`src/rtl/bf16_pkg.sv`:
```
// Shared types and constants for the bf16 add/sub arbiter slice.
package bf16_pkg;

    typedef struct packed {
        logic       sign;
        logic [7:0] exp;
        logic [6:0] mant;
    } bf16_t;

    localparam logic OP_ADD = 1'b1;
    localparam logic OP_SUB = 1'b0;

    typedef enum logic [1:0] {
        IDLE = 2'd0,
        EXEC = 2'd1,
        RESP = 2'd2
    } arb_state_t;

endpackage

```
`src/rtl/bf16_addsub_arbiter_if.sv`:
```
// Request/response bundle between the two front-end lanes and the shared adder.
interface bf16_addsub_arbiter_if;
    logic [1:0]  req_valid;
    logic [1:0]  req_ready;
    logic [15:0] req_a0;
    logic [15:0] req_b0;
    logic [15:0] req_a1;
    logic [15:0] req_b1;
    logic [1:0]  req_op;
    logic [1:0]  resp_valid;
    logic [1:0]  resp_ready;
    logic [15:0] resp_data;

    modport master (
        output req_valid, req_a0, req_b0, req_a1, req_b1, req_op, resp_ready,
        input  req_ready, resp_valid, resp_data
    );

    modport slave (
        input  req_valid, req_a0, req_b0, req_a1, req_b1, req_op, resp_ready,
        output req_ready, resp_valid, resp_data
    );
endinterface

```
`src/rtl/bf16_addsub_core.sv`:
```
// Combinational bf16 add/sub: magnitude ordering, alignment, normalisation, round.
module bf16_addsub_core
    import bf16_pkg::*;
(
    input  bf16_t a,
    input  bf16_t b,
    input  logic  op,
    output bf16_t result
);

    function automatic logic [6:0] round_mant(input logic [7:0] s);
        return s[7:1] + {6'b0, (s[1:0] == 2'b11)};
    endfunction

    // Left shift that puts the leading one of the difference at bit 8.
    function automatic logic [3:0] lead_shift(input logic [8:1] d);
        logic [3:0] sh;
        sh = 4'd8;
        for (int i = 1; i <= 7; i++) begin
            if (d[i]) sh = 4'(8 - i);
        end
        if (d[8]) sh = 4'd0;
        return sh;
    endfunction

    logic       swap, y_zero, sign;
    bf16_t      x, y;
    logic [9:0] sig_x, sig_y, sig_y_sh, sum, diff, norm;
    logic [7:0] ediff, exp_r;
    logic [3:0] sh;
    logic       unused_bits;

    always_comb begin
        swap     = (b[14:0] >= a[14:0]);
        x        = swap ? b : a;
        y        = swap ? a : b;
        sig_x    = {2'b01, x.mant, 1'b0};
        sig_y    = {2'b01, y.mant, 1'b0};
        ediff    = x.exp - y.exp;
        sig_y_sh = sig_y >> ediff;
        y_zero   = (y[14:0] == 15'd0);
        sum      = sig_x + sig_y_sh;
        diff     = sig_x - sig_y_sh;
        sh       = lead_shift(diff[8:1]);
        norm     = diff << sh;
        sign     = x.sign;
        exp_r    = x.exp;
        result   = x;
        if (op == OP_ADD) begin
            if (!y_zero) begin
                if (sum[9]) begin
                    sum   = sum >> 1;
                    exp_r = x.exp + 8'd1;
                end
                result = {x.sign, exp_r, round_mant(sum[7:0])};
            end
        end else begin
            sign = swap ? 1'b1 : x.sign;
            if (y_zero) begin
                result = {sign, x[14:0]};
            end else begin
                exp_r  = x.exp - {4'b0, sh};
                result = {sign, exp_r, round_mant(norm[7:0])};
            end
        end
    end

    assign unused_bits = ^{sum[8], diff[9], diff[0], norm[9:8], y.sign};

endmodule

```
`src/rtl/bf16_addsub_arbiter.sv`:
```
// Round-robin sequencer sharing one bf16 add/sub core between two requesters.
module bf16_addsub_arbiter
    import bf16_pkg::*;
#(
    parameter int CNT_W = 16
) (
    input  logic                 clk,
    input  logic                 rst,
    bf16_addsub_arbiter_if.slave bus,
    output logic [CNT_W-1:0]     ops_done0,
    output logic [CNT_W-1:0]     ops_done1,
    output logic                 busy
);

    arb_state_t state, state_nx;
    logic       last_grant, gnt, gnt_p0, take, accept;
    logic [1:0] req_ready_c, resp_valid_c;
    logic       op_p0;
    bf16_t      a_p0, b_p0, core_res, res_p1;

    bf16_addsub_core u_core (
        .a      (a_p0),
        .b      (b_p0),
        .op     (op_p0),
        .result (core_res)
    );

    always_ff @(posedge clk) begin
        if (rst) state <= IDLE;
        else     state <= state_nx;
    end

    // Under contention the port that did not win last time is granted.
    always_comb begin
        state_nx     = state;
        gnt          = 1'b0;
        take         = 1'b0;
        accept       = 1'b0;
        req_ready_c  = 2'b00;
        resp_valid_c = 2'b00;
        case (state)
            IDLE: begin
                if (|bus.req_valid) begin
                    gnt              = (&bus.req_valid) ? ~last_grant : bus.req_valid[1];
                    req_ready_c[gnt] = 1'b1;
                    take             = 1'b1;
                    state_nx         = EXEC;
                end
            end
            EXEC: state_nx = RESP;
            RESP: begin
                resp_valid_c[gnt_p0] = 1'b1;
                if (bus.resp_ready[gnt_p0]) begin
                    accept   = 1'b1;
                    state_nx = IDLE;
                end
            end
            default: state_nx = IDLE;
        endcase
    end

    always_ff @(posedge clk) begin
        if (rst) begin
            last_grant <= 1'b1;
            gnt_p0     <= 1'b0;
            ops_done0  <= '0;
            ops_done1  <= '0;
        end else begin
            if (take) gnt_p0 <= gnt;
            if (accept) begin
                last_grant <= gnt_p0;
                if (gnt_p0) ops_done1 <= ops_done1 + CNT_W'(1);
                else        ops_done0 <= ops_done0 + CNT_W'(1);
            end
        end
    end

    // p0: issue registers loaded on the request handshake
    always_ff @(posedge clk) begin
        if (take) begin
            a_p0  <= gnt ? bus.req_a1 : bus.req_a0;
            b_p0  <= gnt ? bus.req_b1 : bus.req_b0;
            op_p0 <= bus.req_op[gnt];
        end
    end

    // p1: core result registered during EXEC
    always_ff @(posedge clk) begin
        if (state == EXEC) res_p1 <= core_res;
    end

    assign bus.req_ready  = req_ready_c;
    assign bus.resp_valid = resp_valid_c;
    assign bus.resp_data  = (state == RESP) ? res_p1 : 16'h0000;
    assign busy           = (state != IDLE);

endmodule

```
`src/flat_wrapper.sv`:
```
// flat-port wrapper written by rule: the top's interface ports become plain ports
module bf16_addsub_arbiter_flat import bf16_pkg::*;
#(
    parameter int CNT_W = 16
)
  (clk, rst, ops_done0, ops_done1, busy, bus_req_valid, bus_req_a0, bus_req_b0, bus_req_a1, bus_req_b1, bus_req_op, bus_resp_ready, bus_req_ready, bus_resp_valid, bus_resp_data);
  bf16_addsub_arbiter_if bus_i ();
  input  logic clk;
  input  logic rst;
  output logic [CNT_W-1:0] ops_done0;
  output logic [CNT_W-1:0] ops_done1;
  output logic busy;
  input wire logic [$bits(bus_i.req_valid)-1:0] bus_req_valid;
  input wire logic [$bits(bus_i.req_a0)-1:0] bus_req_a0;
  input wire logic [$bits(bus_i.req_b0)-1:0] bus_req_b0;
  input wire logic [$bits(bus_i.req_a1)-1:0] bus_req_a1;
  input wire logic [$bits(bus_i.req_b1)-1:0] bus_req_b1;
  input wire logic [$bits(bus_i.req_op)-1:0] bus_req_op;
  input wire logic [$bits(bus_i.resp_ready)-1:0] bus_resp_ready;
  output wire logic [$bits(bus_i.req_ready)-1:0] bus_req_ready;
  output wire logic [$bits(bus_i.resp_valid)-1:0] bus_resp_valid;
  output wire logic [$bits(bus_i.resp_data)-1:0] bus_resp_data;
  assign bus_i.req_valid = bus_req_valid;
  assign bus_i.req_a0 = bus_req_a0;
  assign bus_i.req_b0 = bus_req_b0;
  assign bus_i.req_a1 = bus_req_a1;
  assign bus_i.req_b1 = bus_req_b1;
  assign bus_i.req_op = bus_req_op;
  assign bus_i.resp_ready = bus_resp_ready;
  assign bus_req_ready = bus_i.req_ready;
  assign bus_resp_valid = bus_i.resp_valid;
  assign bus_resp_data = bus_i.resp_data;
  bf16_addsub_arbiter #(.CNT_W(CNT_W)) u_core (.clk(clk), .rst(rst), .bus(bus_i), .ops_done0(ops_done0), .ops_done1(ops_done1), .busy(busy));
endmodule
```
`config.mk`:
```
export PLATFORM = sky130hd
export DESIGN_NAME = bf16_addsub_arbiter_flat
export DESIGN_NICKNAME = d
export VERILOG_FILES = /design/src/rtl/bf16_pkg.sv /design/src/rtl/bf16_addsub_arbiter_if.sv /design/src/rtl/bf16_addsub_core.sv /design/src/rtl/bf16_addsub_arbiter.sv /design/src/flat_wrapper.sv
export SDC_FILE = /design/constraint.sdc
export NUM_CORES = 1
export LEC_CHECK = 0
export ABC_AREA = 1
export CAP_MARGIN = 20
export CORE_AREA = 2 2 139 141
export DETAILED_ROUTE_END_ITERATION = 12
export DIE_AREA = 0 0 141 143
export GPL_TIMING_DRIVEN = 0
export SYNTH_ARGS = -nofsm -noshare
export SYNTH_HDL_FRONTEND = slang
export SYNTH_HIERARCHICAL = 1
export SYNTH_SLANG_ARGS = --single-unit
```
`constraint.sdc`:
```
create_clock -name clk -period 17.7 [get_ports clk]
set_input_delay 3.54 -clock clk [delete_from_list [all_inputs] [get_ports clk]]
set_output_delay 3.54 -clock clk [all_outputs]
set_load 0.05 [all_outputs]
```
==> summary.txt <==
Setup path
  • Worst Setup Start Kind: primary input
  • Worst setup path end: bus_req_ready[1]
  • Worst-path cell chain: clkdlybuf4s50_1, nand3_2, inv_2, buf_2, buf_4, clkdlybuf4s50_1
  • Kind of critical path: in2out
  • Data arrival, critical path: 5690 ps
  • FF-to-FF path depth: between 40 and 50
  • CP most frequent cell: clkdlybuf4s50_1
  • Critical path depth: 6
  • Critical Path RT: between 10,000 and 15,000 ps
  • Critical Path Sink Type: output port
  • CP Max Fanout: 10
  • CP top delay family: buffers and inverters
  • Critical Path Start: bus_req_valid[1]
  • Beginning of the worst register-to-register path: u_core/b_p0[13]$_DFFE_PP_
  • Crit-path max cell delay: about 800 ps
  • Reg2reg end: u_core/res_p1[14]$_DFFE_PN_
  • Reg2reg setup slack: about 10,000 ps
  • CP max-delay cell: clkdlybuf4s50_1
  • Worst Path Buf+Inv: 5

Floorplan
  • Starting Density: 0.3966
  • Die height: ~140 microns
  • CORE AREA: between 15,000 and 20,000 sq um
  • Num rows: 50
  • DIE WIDTH: around 140 microns
  • Die footprint: roughly 20,000 sq um
  • Ports: between 100 and 150

Logic synthesis
  • Syn Nets: between 1,000 and 1,500
  • Most used DFF post-synth: edfxtp_1
  • Seq/Total Area, Yosys: 0.2975
  • Gate Count Post-Synth: approximately 1,100
  • Mean post-synth cell area: around 6.6 sq um
  • Ys Warns: 6
  • Post-synth ARST share: 0
  • Post-synthesis cell area: 7370 sq um
  • Post-synth EDFFs: 49
  • #FFs+latches synth: 85
  • Yosys top cell area share: 0.1997
  • Synth top area cells: edfxtp_1, nand2_1, dfxtp_1
  • Synth unique cells: 55
  • Post-synth top area cell: edfxtp_1

GRT
  • Total track usage: 0.1910
  • Initial antenna violation count: 0
  • Vias in the first global route: approximately 6,700
  • GRT overflow: 0
  • Global-route wire length before repair: approximately 32 mm
  • Largest net degree at the start of global routing: 27

CTS
  • Worst-Skew Late Latency: roughly 340 ps
  • Clock Tree Root: clkbuf_16
  • Htree depth: 3
  • Clock sink total: 85
  • CTS clk-pin slew, worst paths: ~60 ps
  • CTS buffer count: 9
  • # resized after CTS: 0
  • Setup bufs post-CTS: 0
  • Hold buffer count at cts: 0
  • CTS tree: yes
  • Clock buffer depth: 2

Placement
  • HPWL Detailed: around 16 mm
  • Routability cong.: slightly below 0.9
  • Port Buf Inserts: about 120

Cells and area
  • Post-Route Utilization: 0.4972
  • FILL cells: between 1,500 and 2,000
  • Ant. Diodes: 0
  • Nets@finish: 1,370
  • Ratio of cells with drive above 1 in the final layout: 0.08565
  • Synthesis-to-layout area growth: 25.37%

Timing
  • Endpoints failing setup: 0
  • Worst hold slack: 459.8 ps
  • Relative slew slack: 0.4493
  • Final Hold Fails: 0
  • Post-route setup TNS: 0 ps
  • Unrepaired setup endpoints after global routing: no
  • Fmax: about 110 MHz
  • Final period utilization: 0.5216
  • Worst Clk Skew: roughly 12 ps
  • Slew Limit Fails: 0
  • Worst Tran Pin Value: about 800 ps
  • Post-layout minimum cycle time: between 9000 and 10,000 ps

Pwr
  • Worst ir drop on vdd: between 40 and 50 uV
  • Power Density: 130.7 nW/um^2
  • Static leakage: between 4 and 5 nW

Drt
  • First drt pass iteration count: 5
  • Residual DRC: 0
  • Vias per inst: about 4.7
  • Starting DRC count in detailed routing: just over 300
  • Post-route ant nets: 0
  • Total routed wirelength: between 15 and 20 mm
  • Vias: 7,044
  • WL per Instance: ~12 microns

Min path
  • HP Class: reg2reg
  • Hold Crit Start: u_core/last_grant$_SDFFE_PP1P_
  • Worst hold stages: 2

Run status
  • Status: complete, no violations

Run
  • Max_cap viols: 0
## where the power goes
part	switching [mW]	internal, mW
Sequential	0.00952	0.246
Clock	0.0776	0.114
Combinational	0.492	0.268
Total	0.579	0.628
## stage by stage
| step | power, mW | cell area (sq um) | worst slack (ps) | std cells |
|---|---|---|---|---|
| final | 1.207 | 9239 | 8468 | 1495 |
| after global routing | 1.332 | 9239 | 8339 | 1495 |
| after CTS | 1.218 | 9239 | 8416 | 1495 |
| after detailed placement | 1.022 | 8939 | 8424 | 1479 |
| after global placement | 1.012 | 8904 | 8425 | 1477 |
| after floorplan | 0.8508 | 7370 | 9653 | 1119 |
## routing by layer
metal	part of all wire	track usage	vias up	routed length, microns
met2	0.45	0.3186	123	8437
met3	0.029	0.02750	20	536
met4	0.017	0.05947	0	321
met5	0	0	-	0
li1	-	-	3838	-
met1	0.50	0.2569	3063	9356
## cell families after synthesis
logic type / Yosys count / share of synthesized area
flip-flops: 85 / 0.2975
buffers and inverters: 195 / 0.1076
AO/OA/AOI/OAI: 133 / 0.1002
adder cells (fa/ha/maj): 42 / 0.07436
XOR/XNOR: 27 / 0.03413
AND/OR/NAND/NOR: 635 / 0.3835
multiplexers: 2 / 0.002717
## state kept, by name, indices dropped and copies added (netlist names)
register	cells
u_core/ops_done1	16
u_core/gnt_p0	1
u_core/last_grant	1
u_core/b_p0	16
u_core/a_p0	16
u_core/res_p1	16
u_core/op_p0	1
u_core/ops_done0	16
u_core/state	2
## cells in the final DEF, fill, tap and decap left out, types with 7 or more instances in the layout
cell / Yosys / layout
nand2_1: 359 / 359
inv_1: 154 / 154
clkdlybuf4s50_1: 0 / 124
nor2_1: 107 / 107
nand3_1: 80 / 80
a21oi_1: 49 / 49
edfxtp_1: 49 / 49
o21ai_0: 43 / 43
ha_1: 39 / 39
dfxtp_1: 36 / 36
nand2_2: 18 / 18
xor2_1: 18 / 18
nand4_1: 16 / 16
o21ai_1: 14 / 14
inv_2: 13 / 13
nor2_2: 13 / 13
nor3_1: 10 / 10
clkbuf_16: 0 / 9
xnor2_1: 7 / 7
## worst min-delay path, delay by kind of cell (launching register included)
family / cells / cell delay [ps]
DFF: 1 / 330
and+or+nand+nor: 2 / 100
## synth_stat cells, types with 7 or more instances
cell type  instances
nor2_2            13
ha_1              39
nor2_1           107
dfxtp_1           36
nand2_1          359
nand3_1           80
edfxtp_1          49
nand4_1           16
xnor2_1            7
inv_2             13
nor3_1            10
o21ai_1           14
xor2_1            18
a21oi_1           49
nand2_2           18
o21ai_0           43
inv_1            154
## worst min-delay path by stage
stage	endpoint
2_1_floorplan	u_core/last_grant$_SDFFE_PP1P_
3_3_place_gp	u_core/last_grant$_SDFFE_PP1P_
3_5_place_dp	u_core/last_grant$_SDFFE_PP1P_
4_1_cts	u_core/last_grant$_SDFFE_PP1P_
5_1_grt	u_core/last_grant$_SDFFE_PP1P_
6_report	u_core/last_grant$_SDFFE_PP1P_
## final cells by class
cell class                 count  area [sq um]  share of cell area
buffer                        23         142.6             0.01544
clock buffer                  11         244.0             0.02641
clock inverter                 5         56.30            0.006094
inverter                     172         650.6             0.07042
multi-input combinational    839          4384              0.4745
sequential                    85          2192              0.2373
tap                          234         292.8             0.03169
timing repair buffer         126          1276              0.1381
Power figures use the tool's default switching activity.
